[src/rtl/bch_codeword_framer.sv]
// -----------------------------------------------------------------------------
// bch_codeword_framer
//
// Sequencer around a serial BCH LFSR encoder. A K-bit message is taken on a
// valid/ready input, shifted MSB-first into the encoder, and the N-K parity
// bits returned serially by the encoder are collected. The systematic
// codeword {msg, parity} is then offered on a valid/ready output. A one-cycle
// encoder clear is issued between codewords and once after every reset.
//
// Optional feature macro: BCH_FRAMER_TIMEOUT_EN
//   Defined   : a parity-stall counter abandons the codeword after TO
//               consecutive stall cycles and sets the sticky err_timeout.
//   Undefined : the parity phase waits indefinitely; err_timeout is 0.
//
// Handshake semantics (both sides): a transfer happens on a rising edge where
// valid and ready are both high. A valid, once raised, is held with its data
// stable until that transfer.
//
// Ports
//   clk, rst       clock; synchronous active-high reset
//   msg_in         K-bit message, msg_in[K-1] sent first
//   msg_valid/ready  message handshake (ready only in IDLE)
//   enc_data       serial message bit to the encoder
//   enc_valid      encoder shift enable (message and parity phases)
//   enc_clr        one-cycle encoder clear
//   enc_ecc        serial parity bit from the encoder
//   enc_ecc_valid  enc_ecc holds a parity bit this cycle
//   cw_out         codeword, [N-1:N-K] message, [N-K-1:0] parity
//   cw_valid/ready codeword handshake
//   err_timeout    sticky parity-stall flag
//   dbg_state      current FSM state encoding (CLR=0 IDLE=1 MSG=2 PAR=3 OUT=4)
// -----------------------------------------------------------------------------
module bch_codeword_framer #(
  parameter int          N  = 63,
  parameter int          K  = 24,
  parameter int unsigned TO = 255
) (
  input  logic         clk,
  input  logic         rst,
  input  logic [K-1:0] msg_in,
  input  logic         msg_valid,
  output logic         msg_ready,
  output logic         enc_data,
  output logic         enc_valid,
  output logic         enc_clr,
  input  logic         enc_ecc,
  input  logic         enc_ecc_valid,
  output logic [N-1:0] cw_out,
  output logic         cw_valid,
  input  logic         cw_ready,
  output logic         err_timeout,
  output logic [2:0]   dbg_state
);

  localparam int PW = N - K;
  localparam int CW = ($clog2(N + 1) > 6) ? $clog2(N + 1) : 6;
  localparam logic [CW-1:0] MSG_LAST = CW'(K - 1);
  localparam logic [CW-1:0] PAR_LAST = CW'(PW - 1);

  typedef enum logic [2:0] {
    S_CLR  = 3'd0,
    S_IDLE = 3'd1,
    S_MSG  = 3'd2,
    S_PAR  = 3'd3,
    S_OUT  = 3'd4
  } state_t;

  state_t          state_q, state_d;
  logic [CW-1:0]   cnt_q, cnt_d;
  logic [K-1:0]    msg_sr_q, msg_sr_d;
  logic [K-1:0]    cw_msg_q, cw_msg_d;
  logic [PW-1:0]   par_q, par_d;
  logic            timeout_hit;

`ifdef BCH_FRAMER_TIMEOUT_EN
  localparam int SW = $clog2(TO + 1);

  logic [SW-1:0] stall_q, stall_d;
  logic          err_q, err_d;

  // The stall count clears on every captured bit and outside PAR, so only
  // an unbroken run of TO stall cycles abandons the codeword.
  always_comb begin
    stall_d     = '0;
    err_d       = err_q;
    timeout_hit = 1'b0;
    if (state_q == S_PAR && !enc_ecc_valid) begin
      if (stall_q == SW'(TO - 1)) begin
        timeout_hit = 1'b1;
        err_d       = 1'b1;
      end else begin
        stall_d = stall_q + SW'(1);
      end
    end
  end

  always_ff @(posedge clk) begin
    if (rst) begin
      stall_q <= '0;
      err_q   <= 1'b0;
    end else begin
      stall_q <= stall_d;
      err_q   <= err_d;
    end
  end

  assign err_timeout = err_q & ~rst;
`else
  logic unused_to;
  assign unused_to   = ^TO;
  assign timeout_hit = 1'b0;
  assign err_timeout = 1'b0;
`endif

  // Next-state and datapath.
  always_comb begin
    state_d  = state_q;
    cnt_d    = cnt_q;
    msg_sr_d = msg_sr_q;
    cw_msg_d = cw_msg_q;
    par_d    = par_q;
    case (state_q)
      S_CLR: begin
        state_d = S_IDLE;
      end
      S_IDLE: begin
        if (msg_valid) begin
          msg_sr_d = msg_in;
          cw_msg_d = msg_in;
          cnt_d    = '0;
          state_d  = S_MSG;
        end
      end
      S_MSG: begin
        msg_sr_d = msg_sr_q << 1;
        if (cnt_q == MSG_LAST) begin
          cnt_d   = '0;
          state_d = S_PAR;
        end else begin
          cnt_d = cnt_q + CW'(1);
        end
      end
      S_PAR: begin
        if (timeout_hit) begin
          state_d = S_CLR;
        end else if (enc_ecc_valid) begin
          // Shift left with the new bit at the LSB: after PW captures the
          // first parity bit sits at par_q[PW-1].
          par_d = PW'({par_q, enc_ecc});
          if (cnt_q == PAR_LAST) begin
            state_d = S_OUT;
          end else begin
            cnt_d = cnt_q + CW'(1);
          end
        end
      end
      S_OUT: begin
        if (cw_ready) begin
          state_d = S_CLR;
        end
      end
      default: begin
        state_d = S_CLR;
      end
    endcase
  end

  always_ff @(posedge clk) begin
    if (rst) begin
      state_q  <= S_CLR;
      cnt_q    <= '0;
      msg_sr_q <= '0;
      cw_msg_q <= '0;
      par_q    <= '0;
    end else begin
      state_q  <= state_d;
      cnt_q    <= cnt_d;
      msg_sr_q <= msg_sr_d;
      cw_msg_q <= cw_msg_d;
      par_q    <= par_d;
    end
  end

  // Outputs decode the state register and are forced to their reset values
  // while rst is high. Reset parks the FSM in CLR, so enc_clr pulses in the
  // first cycle after rst is released.
  assign msg_ready = ~rst & (state_q == S_IDLE);
  assign enc_valid = ~rst & ((state_q == S_MSG) | (state_q == S_PAR));
  assign enc_data  = ~rst & (state_q == S_MSG) & msg_sr_q[K-1];
  assign enc_clr   = ~rst & (state_q == S_CLR);
  assign cw_valid  = ~rst & (state_q == S_OUT);
  assign cw_out    = rst ? '0 : {cw_msg_q, par_q};
  assign dbg_state = state_q;

endmodule

[config.mk]
export PLATFORM = sky130hd
export DESIGN_NAME = bch_codeword_framer
export DESIGN_NICKNAME = d
export VERILOG_FILES = /design/src/rtl/bch_codeword_framer.sv
export SDC_FILE = /design/constraint.sdc
export NUM_CORES = 1
export LEC_CHECK = 0
export ABC_AREA = 1
export CAP_MARGIN = 40
export CORE_ASPECT_RATIO = 1.25
export CORE_MARGIN = 5
export CORE_UTILIZATION = 45
export CTS_CLUSTER_SIZE = 40
export DETAILED_ROUTE_END_ITERATION = 10
export PLACE_DENSITY = 0.84
export SYNTH_ARGS = -nofsm -noshare
export SYNTH_HDL_FRONTEND = slang
export SYNTH_SLANG_ARGS = --single-unit
[constraint.sdc]
create_clock -name clk -period 1.2 [get_ports clk]
set_input_delay 0.18 -clock clk [delete_from_list [all_inputs] [get_ports clk]]
set_output_delay 0.18 -clock clk [all_outputs]
set_load 0.03 [all_outputs]
==> flow_summary.ini <==
[synthesis]
synth_top_cell_by_area = dfxtp_1
ys_seq_area_share_pct = 44.3
synth-async-reset-ratio_pct = 0
synth_edf_count = 0
yosys-top-cells-area = dfxtp_1 (44%), nand2_1 (8.3%), inv_1 (6.8%), nor2_1 (6.5%), o21ai_0 (6.3%)
synth.yosys.warnings = 0
ys_types = 31
syn-instance-count = 582
netlist.area_leader.share_pct = 44.3
synth_flop_cell = dfxtp_1
synthTopCellsByCount = dfxtp_1 (96), nand2_1 (96), inv_1 (79)
synth.avg_cell_area_sq_um = 7.46
synthesis.area_sq_um = 4340
synth-seq-cells = 96
synth_fp_nets = 614

[grt]
grt_overflow = 0
grt.busiest_layer = met2
grtUsageMet3_pct = 6.16
antenna_found_initial = 0
grtUsageMet1_pct = 24.3
grt_max_degree = 39
grt_pass1_vias = 4597
grt_pass1_wl_microns = 22000
grtUsageMet2_pct = 42.1
track_usage_pct = 23.0

[detailed_routing]
drc = 0
drtAntennaViolNets = 0
drt-initial-drc-count = 319
vias = 4598
wl_per_cell_microns = 18.3
wl_microns = 16000
dr.pass1.iters = 4
post_drt_via_cell_ratio = 5.27

[die]
boundaryPins = 102
dieWidth_microns = 97.9
die_area_sq_um = 11700
start_util_pct = 45.7
die_h_microns = 120
row_count = 40
fp.coreArea_sq_um = 9510

[power_and_ir_drop]
p_per_area_nw_per_um2 = 1650
finalPower_mw = 12.8
vdd_drop_max_mv = 0.907
leakage_nw = 3.04

[hold_path]
hold_path_class = in2reg
whs_path_depth = 2

[setup_path]
critPathCaptureType = primary output
worstPathArrival_ps = 1260
worst-r2r-setup-slack_ps = -230
worstSetupPathType = reg2out
worst-r2r-cell-count = 9
cp-start-kind = register
crit_fanout = 4
worstPathRequired_ps = 1020

[layout]
drive_gt1_share_pct = 59.0
fin_area_sq_um = 7730
syn_to_final_growth_pct = 77.9
num-fill-cells = 524
diodes = 0
nNetsFinal = 774

[clock_network]
clk_latency_ps = 340
htreeDepth = 3
cts.sink_count = 96
clk_path_buf_depth = 2
cts-root-buf = clkbuf_16
tritoncts = yes
clk_pin_slew_ps = 60
cts_made_buffers = 9

[timing]
max_freq_mhz = 694
whs_ps = 147
fin_ws_ps = -241
fin_crit_sh_pct = 120
hold_viol = 0
slew_viol_final = 0
setup_viol_count_final = 130
fin_skew_ps = 6.80
rsz0062_at_grt = yes
period_minus_slack_ps = 1440

[placement]
port_buffers = 100
post_dp_cell_area_sq_um = 5640
pre_cts_ws_ps = -301
place.gp.congestion = 0.849
post-dp-hpwl_microns = 7570

[flow_run]
cap_violations = 0

[outcome]
status = finished, violations left
violations = setup timing
path summary, 6_finish.rpt:
check | startpoint | end
setup / recovery | dbg_state[0]$_SDFFE_PP0P_ | enc_data
hold / removal | rst | cnt_q[2]$_SDFFE_PP0P_
setup reg to reg | dbg_state[0]$_SDFFE_PP0P_ | msg_sr_q[12]$_SDFFE_PP0P_
hold reg to reg | par_q[38]$_SDFFE_PP0P_ | par_q[38]$_SDFFE_PP0P_
cell families (layout without fill, tap and decap cells):
group | Yosys count | after routing | synth area share (%)
AND/OR/NAND/NOR | 223 | 223 | 22.8
AO/OA/AOI/OAI | 139 | 139 | 19.6
buffers and inverters | 120 | 284 | 12.4
flip-flops | 96 | 96 | 44.3
adder cells (fa/ha/maj) | 2 | 2 | 0.576
other | 1 | 1 | 0.0863
XOR/XNOR | 1 | 1 | 0.202
power breakdown:
part / total (mW) / internal [mW] / switching (mW) / leakage, nW
logic: 5.99 / 2.67 / 3.33 / 2.11
clock network: 2.72 / 1.57 / 1.15 / 0.136
registers: 4.07 / 3.67 / 0.400 / 0.797
metrics by stage:
step | setup TNS (ps) | utilization (%) | std cells
4_1_cts | -13100 | 72.1 | 855
2_1_floorplan | -6670 | - | 582
3_5_place_dp | -16870 | 59.3 | 806
3_3_place_gp | -15390 | 59.3 | 806
5_1_grt | -22200 | 81.3 | 872
6_report | -16790 | 81.3 | 872
repair_timing:
item,CTS,global route
endpoints found under the setup margin,109,157
hold buffers,0,0
gates resized for setup,192,212
setup buffers,23,21
gates cloned,11,6
pin swaps,27,43
sequential cells by signal, indices dropped and copies added (netlist names):
signal and count:
par_q 39, msg_sr_q 24, cw_msg_q 24, dbg_state 3, cnt_q 6
cell type report:
class	count	area, sq um	area share [%]
Multi-Input combinational cell	366	2990	38.6
Sequential cell	96	1980	25.6
Timing Repair Buffer	181	1930	25.0
Inverter	85	353	4.57
Clock buffer	15	278	3.59
Tap cell	126	158	2.04
Timing Repair inverter	3	43.8	0.567
routing by layer:
metal	vias up	wire [microns]	share of wire [%]
met5	-	0	0
met1	2203	5690	36
met3	44	968	6.1
met2	178	8820	55
li1	2173	-	-
met4	0	520	3.3
cells in the final DEF, fill, tap and decap left out, types with 28 or more instances in the layout:
cell type / n
dfxtp_1: 61
nand2_4: 46
nor2_1: 36
clkdlybuf4s50_1: 28
o21ai_2: 48
buf_6: 55
buf_4: 75
dfxtp_2: 31
nand2_1: 51
inv_1: 66
critical path, cell delays in order, from the launching register on:
cell	delay [ps]
dfxtp_4	370
inv_4	70
nand3_4	80
clkinv_4	70
nand2_2	60
nor2_4	120
buf_6	140
(Power assumes the default switching activity.)
